### src/rtl/piso_arbiter.sv
// Round-robin arbiter that feeds one shared parallel-in/serial-out serializer
// from NUM_REQ single-entry holding buffers and tags the serial stream with its owner.
module piso_arbiter #(
  parameter int NUM_REQ = 4,
  parameter int DATA_W  = 4,
  parameter int ID_W    = $clog2(NUM_REQ)
) (
  input  logic                      clk,
  input  logic                      reset,
  input  logic [NUM_REQ-1:0]        req_valid_i,
  input  logic [NUM_REQ*DATA_W-1:0] req_data_i,
  output logic [NUM_REQ-1:0]        req_ready_o,
  output logic                      piso_valid_o,
  output logic [DATA_W-1:0]         piso_parallel_o,
  input  logic                      piso_empty_i,
  input  logic                      piso_valid_i,
  output logic [ID_W-1:0]           owner_o,
  output logic                      owner_valid_o,
  output logic                      busy_o
);

  localparam int CNT_W = $clog2(DATA_W) + 1;

  typedef enum logic [1:0] {IDLE, ISSUE, SHIFT} state_t;

  state_t                    state_reg, state_next;
  logic [NUM_REQ-1:0]        pend_reg, pend_next;
  logic [NUM_REQ*DATA_W-1:0] buf_reg, buf_next;
  logic [ID_W-1:0]           grant_reg, grant_next;
  logic [ID_W-1:0]           last_reg, last_next;
  logic [CNT_W-1:0]          bitcnt_reg, bitcnt_next;
  logic [NUM_REQ-1:0]        accept;
  logic [NUM_REQ-1:0]        issue_clr;
  logic [ID_W-1:0]           pick;
  logic                      found;

  // Per-requester holding buffer; the issuing buffer is freed at the end of ISSUE.
  for (genvar gi = 0; gi < NUM_REQ; gi++) begin : g_req
    assign accept[gi]    = req_valid_i[gi] & ~pend_reg[gi];
    assign issue_clr[gi] = (state_reg == ISSUE) && (grant_reg == ID_W'(gi));
    assign pend_next[gi] = ~issue_clr[gi] & (pend_reg[gi] | accept[gi]);
    assign buf_next[gi*DATA_W +: DATA_W] = accept[gi] ? req_data_i[gi*DATA_W +: DATA_W]
                                                      : buf_reg[gi*DATA_W +: DATA_W];
  end

  // Scan from the farthest offset down so the nearest pending requester after last wins.
  always_comb begin
    found = 1'b0;
    pick  = '0;
    for (int i = NUM_REQ; i >= 1; i--) begin
      if (pend_reg[ID_W'((int'(last_reg) + i) % NUM_REQ)]) begin
        found = 1'b1;
        pick  = ID_W'((int'(last_reg) + i) % NUM_REQ);
      end
    end
  end

  always_comb begin
    state_next  = state_reg;
    grant_next  = grant_reg;
    last_next   = last_reg;
    bitcnt_next = bitcnt_reg;
    case (state_reg)
      IDLE: begin
        if (found && piso_empty_i) begin
          grant_next = pick;
          last_next  = pick;
          state_next = ISSUE;
        end
      end
      ISSUE: begin
        bitcnt_next = '0;
        state_next  = SHIFT;
      end
      SHIFT: begin
        if (piso_valid_i) begin
          bitcnt_next = bitcnt_reg + 1'b1;
          if (bitcnt_reg == CNT_W'(DATA_W - 1)) begin
            state_next = IDLE;
          end
        end
      end
      default: state_next = IDLE;
    endcase
  end

  always_ff @(posedge clk) begin
    if (!reset) begin
      state_reg  <= IDLE;
      pend_reg   <= '0;
      buf_reg    <= '0;
      grant_reg  <= '0;
      last_reg   <= ID_W'(NUM_REQ - 1);
      bitcnt_reg <= '0;
    end else begin
      state_reg  <= state_next;
      pend_reg   <= pend_next;
      buf_reg    <= buf_next;
      grant_reg  <= grant_next;
      last_reg   <= last_next;
      bitcnt_reg <= bitcnt_next;
    end
  end

  assign req_ready_o     = ~pend_reg;
  assign piso_valid_o    = (state_reg == ISSUE);
  assign piso_parallel_o = (state_reg == ISSUE) ? buf_reg[int'(grant_reg)*DATA_W +: DATA_W] : '0;
  assign owner_o         = (state_reg == SHIFT) ? grant_reg : '0;
  assign owner_valid_o   = (state_reg == SHIFT) & piso_valid_i;
  assign busy_o          = (state_reg != IDLE);

endmodule

### config.mk
export PLATFORM = sky130hd
export DESIGN_NAME = piso_arbiter
export DESIGN_NICKNAME = d
export VERILOG_FILES = /design/src/rtl/piso_arbiter.sv
export SDC_FILE = /design/constraint.sdc
export NUM_CORES = 1
export LEC_CHECK = 0
export ABC_AREA = 1
export CAP_MARGIN = 30
export CELL_PAD_IN_SITES_DETAIL_PLACEMENT = 1
export CELL_PAD_IN_SITES_GLOBAL_PLACEMENT = 2
export CORE_AREA = 5 5 73 91
export DETAILED_ROUTE_END_ITERATION = 8
export DIE_AREA = 0 0 78 96
export PLACE_DENSITY = 0.8
export SYNTH_ARGS = -nofsm -noshare
export SYNTH_HDL_FRONTEND = slang
export SYNTH_SLANG_ARGS = --single-unit
### constraint.sdc
create_clock -name clk -period 1.38 [get_ports clk]
set_clock_uncertainty 0.05 [all_clocks]
set_input_delay 0.207 -clock clk [delete_from_list [all_inputs] [get_ports clk]]
set_output_delay 0.207 -clock clk [all_outputs]
set_load 0.005 [all_outputs]
==> metrics.yaml, run 1 <==
global_route:
  antenna_found_initial: 0
  overflow: 0
  grt_start_max_net_pins: 13
  grt_pass1_wl_um: 7370
  grt_pass1_vias: 1602
  grtUsageTotal: 0.125
final_layout:
  largest_register_ffs: 16
  postLayoutCoreUtil: 0.418
  fillers: 704
  finalInstanceArea_um2: 2380
  regArea_um2: 597
  multi_input_area_um2: 876
  diodes: 0
  layout-drive-gt1-share: 0.387
  nets: 304
  finalNonFillerCells: 345
  syn_to_final_growth_pct: 66.9
floorplanning:
  die_w_um: 78
  die_area_um2: 7490
  ios: 37
  rows: 31
  die-height_um: 96
  initial_core_util: 0.251
  core-area_um2: 5700
yosys:
  muxShareOfSynthArea: 0
  synth_compound_area_frac: 0.159
  async_flop_share: 0
  netlist_top_cells_count: "nor2_1 (41), nand2_1 (39), dfxtp_1 (29), inv_1 (25), o21ai_0 (20)"
  synth_edf_count: 0
  synthCells: 206
  synth_top_area_frac: 0.406
  yosysMostFrequentCell: "nor2_1"
  synth_top_area_cell: "dfxtp_1"
  avgSynthCellArea_um2: 6.94
  ys_seq_area_frac: 0.406
  synth_xor_xnor_area_share: 0
  synth_area_um2: 1430
  ys_warn_count: 0
  synth_seq_cells: 29
  synth_top_family_by_area: "simple AND/OR/NAND/NOR gates"
  synth-simple-area-share: 0.320
  synth_nets: 232
  synth_ff_type: "dfxtp_1"
  synthTopCellsByArea: "dfxtp_1 (41%), nor2_1 (11%), nand2_1 (10%)"
  synthDistinctLibCells: 24
  synth_adder_area_share: 0.0175
sta:
  setup_ws_ps: -137
  hold_ws_ps: 419
  fmax_mhz: 659
  timing.slew.headroom: 0.823
  tightest_slew_ps: 266
  setup_viol: 7
  slew_viol_final: 0
  hold_viol: 0
  period_needed_ps: 1520
  fin_crit_sh: 1.10
  rsz0062_at_grt: "yes"
status:
  status: "finished with violations"
  violations: "setup timing"
power_and_ir_drop:
  power.leakage_uw: 0.00106
  ir_drop_v: 0.000572
  powerDensity_nw_per_um2: 1270
  finalPower_uw: 3040
critical_path:
  cp-start-kind: "flip-flop"
  r2r_cells: 9
  reg2reg_to: "last_reg[0]"
  path_max_fanout: 5
  cp_data_required_time_ps: 1120
  regToRegSetupSlack_ps: 10
  end_kind: "output pin"
  worstPathArrival_ps: 1260
  reg2reg_from: "last_reg[0]"
  crit_type: "flip-flop to output pin"
clocking:
  cts_buffers: 5
  tritoncts: "done"
  cts_buffer_depth: 2
  worstSkewPairLatency_ps: 290
  htree_levels: 2
  cts_num_sinks: 29
  cts_root_buf: "clkbuf_8"
  hold_buffers: 0
  path_clk_slew_ps: 70
routing:
  wire_per_inst_um: 13.1
  vias_per_cell: 4.49
  drc: 0
  routed_wl_um: 4530
  ant_nets: 0
  drt_pass1_iterations: 4
  drt_iter0_drc: 13
  num_vias: 1548
hold_path:
  worstHoldPathType: "flip-flop to flip-flop"
  hp-start: "bitcnt_reg[1]"
  hold_depth: 2
  hold_path_end: "bitcnt_reg[1]"
placed_design:
  dp_cells: 324
  placed_area_um2: 1990
  hpwl_um: 3540
  gp_congestion: 0.839
  port_buffers: 36
flow_run:
  drv_cap: 0
## layout by cell type, fill, tap and decap left out, types with 6 or more instances in the layout
cell / instances
nor2_1: 33
nand2_1: 28
clkdlybuf4s50_1: 23
buf_4: 23
dfxtp_1: 22
o21ai_0: 20
inv_1: 14
buf_6: 12
nand3_1: 9
inv_2: 9
nand2_2: 9
nor2_4: 8
nand2_4: 7
clkbuf_8: 7
a21oi_1: 6
buf_2: 6
## worst max-delay path, cell delays in order, from the launching register on
cell and delay (ps):
dfxtp_2 340, inv_1 50, nor2_2 100, buf_4 130
inv_2 60, a31oi_1 160, buf_2 140
## report_power, final
part / total (µW) / internal, µW / switching (µW)
Sequential: 1030 / 939 / 95.2
Combinational: 1230 / 593 / 634
Clock: 774 / 450 / 324
## cell families (layout without fill, tap and decap cells)
group,Yosys count,in the layout
adders and majority gates,2,2
DFF,29,29
and+or+nand+nor,104,104
AOI/OAI and AO/OA,40,40
buffers and inverters,31,104
## through the flow
step,TNS [ps],setup slack [ps]
2_1_floorplan,0,160
3_3_place_gp,-1930,-310
3_5_place_dp,-2320,-378
4_1_cts,-869,-222
5_1_grt,-1550,-206
6_report,-700,-137
## area by class of cell
class	count	area share
Clock inverter	1	0.00210
Multi-Input combinational cell	146	0.367
Clock buffer	7	0.0404
Tap cell	66	0.0346
Sequential cell	29	0.250
Timing Repair Buffer	70	0.261
Inverter	26	0.0441
## repair_timing
item                       CTS  global route
setup buffers                6             9
pin swaps                    8            25
gates resized for setup     71            49
setup endpoints to repair   17            14
## routing by layer
| layer | track usage | up-vias | share of wire |
|---|---|---|---|
| met2 | 0.241 | 24 | 0.54 |
| li1 | - | 810 | - |
| met4 | 0.0676 | 0 | 0.023 |
| met3 | 0.0243 | 9 | 0.038 |
| met1 | 0.126 | 705 | 0.40 |
| met5 | 0 | - | 0 |
## worst max-delay path by stage
stage                 start            endpoint  slack (ps)  cells past startpoint
2_1_floorplan  grant_reg[0]  piso_parallel_o[0]         160                      5
3_3_place_gp   grant_reg[0]  piso_parallel_o[1]        -310                      4
3_5_place_dp   grant_reg[0]  piso_parallel_o[3]        -380                      4
4_1_cts        grant_reg[0]  piso_parallel_o[3]        -220                      6
5_1_grt        grant_reg[0]  piso_parallel_o[1]        -210                      6
6_report       state_reg[0]  piso_parallel_o[2]        -140                      6
(Power assumes the default switching activity.)
==> inputs of run 2 (changes only) <==
--- a/config.mk
+++ b/config.mk
@@ -10,6 +10,7 @@
 export CELL_PAD_IN_SITES_DETAIL_PLACEMENT = 1
 export CELL_PAD_IN_SITES_GLOBAL_PLACEMENT = 2
 export CORE_AREA = 5 5 73 91
+export CTS_CLUSTER_SIZE = 25
 export DETAILED_ROUTE_END_ITERATION = 8
 export DIE_AREA = 0 0 78 96
 export PLACE_DENSITY = 0.8
==> results of run 2 <==
The final DEF is identical to that of run 1; final timing and power are the same.
